**config.mk**
```make
export PLATFORM = sky130hd
export DESIGN_NAME = axil_sram_slave
export DESIGN_NICKNAME = d
export VERILOG_FILES = /design/src/rtl/axil_sram_slave.sv
export SDC_FILE = /design/constraint.sdc
export NUM_CORES = 2
export LEC_CHECK = 0
export CORE_MARGIN = 3
export CORE_UTILIZATION = 25
export DETAILED_ROUTE_END_ITERATION = 10
export HOLD_SLACK_MARGIN = 0.06
export PLACE_DENSITY = 0.46
export SYNTH_ARGS = -nofsm -noshare
export SYNTH_HDL_FRONTEND = slang
export SYNTH_SLANG_ARGS = --single-unit
```
**constraint.sdc**
```tcl
create_clock -name clk -period 2.7 [get_ports clk]
set_input_delay 0.54 -clock clk [delete_from_list [all_inputs] [get_ports clk]]
set_output_delay 0.54 -clock clk [all_outputs]
set_load 0.01 [all_outputs]
```
**src/rtl/axil_sram_slave.sv**
```systemverilog
// axil_sram_slave: AXI4-Lite slave fronting a single-port DEPTH x DATA_W SRAM
// Ports:
//   clk, rst                      clock, asynchronous active-high reset
//   awvalid/awready/awaddr        write-address channel (one-entry buffer)
//   wvalid/wready/wdata/wstrb     write-data channel (one-entry buffer)
//   bvalid/bready/bresp           write-response channel
//   arvalid/arready/araddr        read-address channel
//   rvalid/rready/rdata/rresp     read-data channel
module axil_sram_slave #(
    parameter int ADDR_W = 8,
    parameter int DATA_W = 32,
    parameter int DEPTH  = 64
) (
    input  logic                clk,
    input  logic                rst,
    input  logic                awvalid,
    output logic                awready,
    input  logic [ADDR_W-1:0]   awaddr,
    input  logic                wvalid,
    output logic                wready,
    input  logic [DATA_W-1:0]   wdata,
    input  logic [DATA_W/8-1:0] wstrb,
    output logic                bvalid,
    input  logic                bready,
    output logic [1:0]          bresp,
    input  logic                arvalid,
    output logic                arready,
    input  logic [ADDR_W-1:0]   araddr,
    output logic                rvalid,
    input  logic                rready,
    output logic [DATA_W-1:0]   rdata,
    output logic [1:0]          rresp
);
    localparam int BYTES = DATA_W / 8;
    localparam int OFF   = $clog2(BYTES);
    localparam int IW    = DEPTH > 1 ? $clog2(DEPTH) : 1;

    typedef enum logic [1:0] {R_IDLE, R_ACCESS, R_RESP} r_state_t;

    r_state_t          state_q, state_d;
    logic              aw_full, w_full, commit, aw_ok, ar_ok;
    logic [ADDR_W-1:0] aw_addr, ar_addr, aw_idx, ar_idx;
    logic [DATA_W-1:0] w_data;
    logic [BYTES-1:0]  w_strb;
    logic [DATA_W-1:0] mem [DEPTH];

    assign awready = !aw_full;
    assign wready  = !w_full;
    assign aw_idx  = aw_addr >> OFF;
    assign ar_idx  = ar_addr >> OFF;
    assign aw_ok   = aw_idx < ADDR_W'(DEPTH);
    assign ar_ok   = ar_idx < ADDR_W'(DEPTH);
    // A pending response blocks the next commit, so B never needs more than one slot.
    assign commit  = aw_full && w_full && !bvalid;

    always_ff @(posedge clk or posedge rst) begin
        if (rst) begin
            aw_full <= 1'b0;
            w_full  <= 1'b0;
            aw_addr <= '0;
            w_data  <= '0;
            w_strb  <= '0;
            bvalid  <= 1'b0;
            bresp   <= 2'b00;
        end else begin
            if (awvalid && awready) begin
                aw_full <= 1'b1;
                aw_addr <= awaddr;
            end else if (commit) begin
                aw_full <= 1'b0;
            end
            if (wvalid && wready) begin
                w_full <= 1'b1;
                w_data <= wdata;
                w_strb <= wstrb;
            end else if (commit) begin
                w_full <= 1'b0;
            end
            if (commit) begin
                bvalid <= 1'b1;
                bresp  <= aw_ok ? 2'b00 : 2'b10;
            end else if (bready) begin
                bvalid <= 1'b0;
            end
        end
    end

    always_ff @(posedge clk) begin
        if (commit && aw_ok)
            for (int i = 0; i < BYTES; i++)
                if (w_strb[i]) mem[aw_idx[IW-1:0]][8*i +: 8] <= w_data[8*i +: 8];
    end

    always_comb begin
        arready = state_q == R_IDLE;
        rvalid  = state_q == R_RESP;
        // A commit owns the single array port, so the read access retries next cycle.
        state_d = state_q == R_IDLE   ? (arvalid ? R_ACCESS : R_IDLE) :
                  state_q == R_ACCESS ? (commit  ? R_ACCESS : R_RESP) :
                                        (rready  ? R_IDLE   : R_RESP);
    end

    always_ff @(posedge clk or posedge rst) begin
        if (rst) begin
            state_q <= R_IDLE;
            ar_addr <= '0;
            rdata   <= '0;
            rresp   <= 2'b00;
        end else begin
            state_q <= state_d;
            if (arvalid && arready) ar_addr <= araddr;
            if (state_q == R_ACCESS && !commit) begin
                rdata <= ar_ok ? mem[ar_idx[IW-1:0]] : '0;
                rresp <= ar_ok ? 2'b00 : 2'b10;
            end
        end
    end
endmodule

```
==> results.cfg <==
[status]
status = completed

[grt]
grt_pass1_wl_mm = 328
grt-ovfl-total = 0
grt_usage = 0.133
grt_max_degree = 65
antenna_found_initial = 7
grt_pass1_vias = 43700

[floorplanning]
coreArea_sq_um = 329000
die-area_sq_um = 339000
placementRows = 210
die_w_um = 582
start_util = 0.252
die_h_um = 582
num_io_pins = 100

[detailed_routing]
vias_per_cell = 4.51
firstDrtPassIters = 5
drt-initial-drc-count = 3355
ant_nets = 0
vias = 42400
drc = 0
wl_per_cell_um = 24.8
drt-total-wl_mm = 233

[sta]
max_freq_mhz = 376
slew_viol_final = 0
fin_crit_sh = 0.984
worstMarginPinSlew_ns = 1.28
post-route-min-period_ns = 2.66
finClkSkew_ns = 0.0501
rsz0062_at_grt = true
setup_viol = 0
tns_ns = 0
hold_viol = 0
relSlewSlack = 0.147

[worst_setup_path]
critical_path.startpoint_type = register
reg2reg_from = aw_addr[2]
cp_slowest_cell = nand2_1
cp_data_arrival_time_ns = 3.17
startpoint = aw_addr[2]
critPathTopFamily = simple AND/OR/NAND/NOR gates
worstPathRequired_ns = 3.22
cp_cell_sequence = nand2_1 -> nor2_1 -> nand2_1 -> nor2_1 -> buf_4
crit_path_end_kind = register
critPathKind = register to register
reg2reg_slack_ns = 0.04
max_stage_delay_ns = 0.76
cp_num_buf_inv = 1
cp_max_fo = 9

[final_layout]
layout_common_cells = edfxtp_1, buf_4, mux2i_1
final-instance-count-excl-fill = 9412
fin_nets = 4950
final_common_cell = edfxtp_1
drive_gt1_frac = 0.303
fin_area_sq_um = 101000
synthToLayoutAreaGrowth_pct = 22.1

[clock_network]
numCtsBuffers = 214
cts_max_path_buffers = 4
path_clk_slew_ns = 0.06
cts_root_buf = clkbuf_16
cts_max_level = 4
cts_tree = done
cts.sinks = 2133
clock_latency_ns = 0.86

[place]
hpwlAfterDp_mm = 152
dp_cells = 8988
placed_area_sq_um = 93700
portBuffers = 91
globalplace.congestion = 0.835

[synth]
ys_seq_area_frac = 0.767
ys_ff_latch = 2133
synth_cell_types = 36
netlist_area_sq_um = 83000
syn-mean-instance-area_sq_um = 19.8
netlist_instances = 4200
ys_warn_count = 0

[hold_path]
hold_class = input pin to register
min-delay-start = rready

[power_and_ir_drop]
irDropWorstVdd_v = 0.000648
p_leak_nw = 33.4
powerDensity_nw_per_um2 = 1080

[flow_run]
cap_viol_max_count = 0
==> logic make-up (layout without fill, tap and decap cells) <==
family	count (synthesis)	count (layout)	share of synthesized area
other	1	10	0.0000452
flip-flops	2133	2133	0.767
multiplexers	913	913	0.157
AND/OR/NAND/NOR	401	401	0.0198
AO/OA/AOI/OAI	482	482	0.0407
buffers and inverters	270	1127	0.0160
==> power breakdown <==
part | internal (mW) | switching (mW) | total (mW)
clock network | 16.4 | 12.4 | 28.8
registers | 42.2 | 3.63 | 45.8
logic | 15.8 | 19.4 | 35.1
total | 74.3 | 35.4 | 110
==> flip-flops by register name, summed over array words and instances (netlist names), 2 cells and up <==
register / flops
ar_addr: 6
aw_addr: 6
mem: 2048
rdata: 32
state_q: 2
w_data: 32
w_strb: 4
==> cell type report <==
class	count	area [sq um]
Antenna cell	6	15.0
Inverter	5	26.3
Clock buffer	259	5630
Multi-Input combinational cell	1800	18400
Timing Repair Buffer	737	7060
Sequential cell	2133	63700
Tap cell	4346	5440
Clock inverter	126	1070
Fill cell	31800	227000
==> cell usage after synthesis <==
library cell / count / area [sq um]
o21ai_0: 1 / 5.00
nor3_1: 34 / 170
nor2b_1: 5 / 31.3
inv_1: 5 / 18.8
nand3b_1: 1 / 7.51
a221oi_1: 32 / 280
nand2_1: 72 / 270
mux2_2: 208 / 2340
dfrtp_1: 85 / 2130
nor3_2: 1 / 10.0
a211o_1: 32 / 280
edfxtp_1: 2048 / 61500
clkbuf_1: 103 / 387
o22ai_1: 96 / 601
a21oi_1: 96 / 480
a21o_1: 1 / 7.51
buf_1: 18 / 67.6
and3b_1: 4 / 35.0
a31oi_1: 32 / 200
clkbuf_2: 1 / 5.00
mux2i_1: 417 / 4170
nor2_2: 1 / 6.26
a22o_1: 64 / 561
nand2b_1: 4 / 25.0
buf_6: 9 / 101
and2_1: 3 / 18.8
or2_2: 1 / 6.26
nor3b_1: 7 / 52.6
conb_1: 1 / 3.75
a211oi_1: 32 / 240
a22oi_1: 96 / 721
mux4_2: 288 / 6490
buf_2: 103 / 515
buf_4: 31 / 233
and3_1: 2 / 12.5
nor2_1: 266 / 998
==> layer usage <==
metal	routed length, um	vias to the layer above	track usage	part of all wire
met5	11	-	0	0.000047
met2	114000	1064	0.223	0.49
met3	11100	366	0.0205	0.048
li1	-	18500	-	-
met4	9930	2	0.0530	0.043
met1	98500	22400	0.174	0.42
==> path summary, 6_finish.rpt <==
path / endpoint / cells after the start
max: mem[43][1] / 5
min: state_q[1] / 2
max reg2reg: mem[43][1] / 5
min reg2reg: state_q[0] / 1
max in group asynchronous: rdata[4] / 5
min in group asynchronous: w_strb[2] / 3
==> metrics by stage <==
stage                     utilization  setup slack, ns  power, mW  hold slack [ns]
after floorplan                     -            0.522       63.8            0.449
after global placement          0.285           -0.139       80.6            0.456
after detailed placement        0.285           -0.136       80.9            0.472
after global routing            0.308          -0.0865        114            0.241
after CTS                       0.306          -0.0872        110            0.217
final                           0.308           0.0429        110            0.280
==> worst register-to-register path, stage by stage (launching register included) <==
cell     delay [ns]
dfrtp_1        0.48
nand2_1        0.10
nor2_1         0.45
nand2_1        0.76
nor2_1         0.30
buf_4          0.23
==> what timing repair did <==
item | CTS | global route
resized for setup | 27 | 47
gates cloned | 1 | 5
hold buffers | 1 | 0
pin swaps | 0 | 7
setup buffers | 7 | 23
endpoints found under the hold margin | 16 | 0
setup endpoints to repair | 32 | 92
Note: power is estimated with default switching activity, not from simulation.
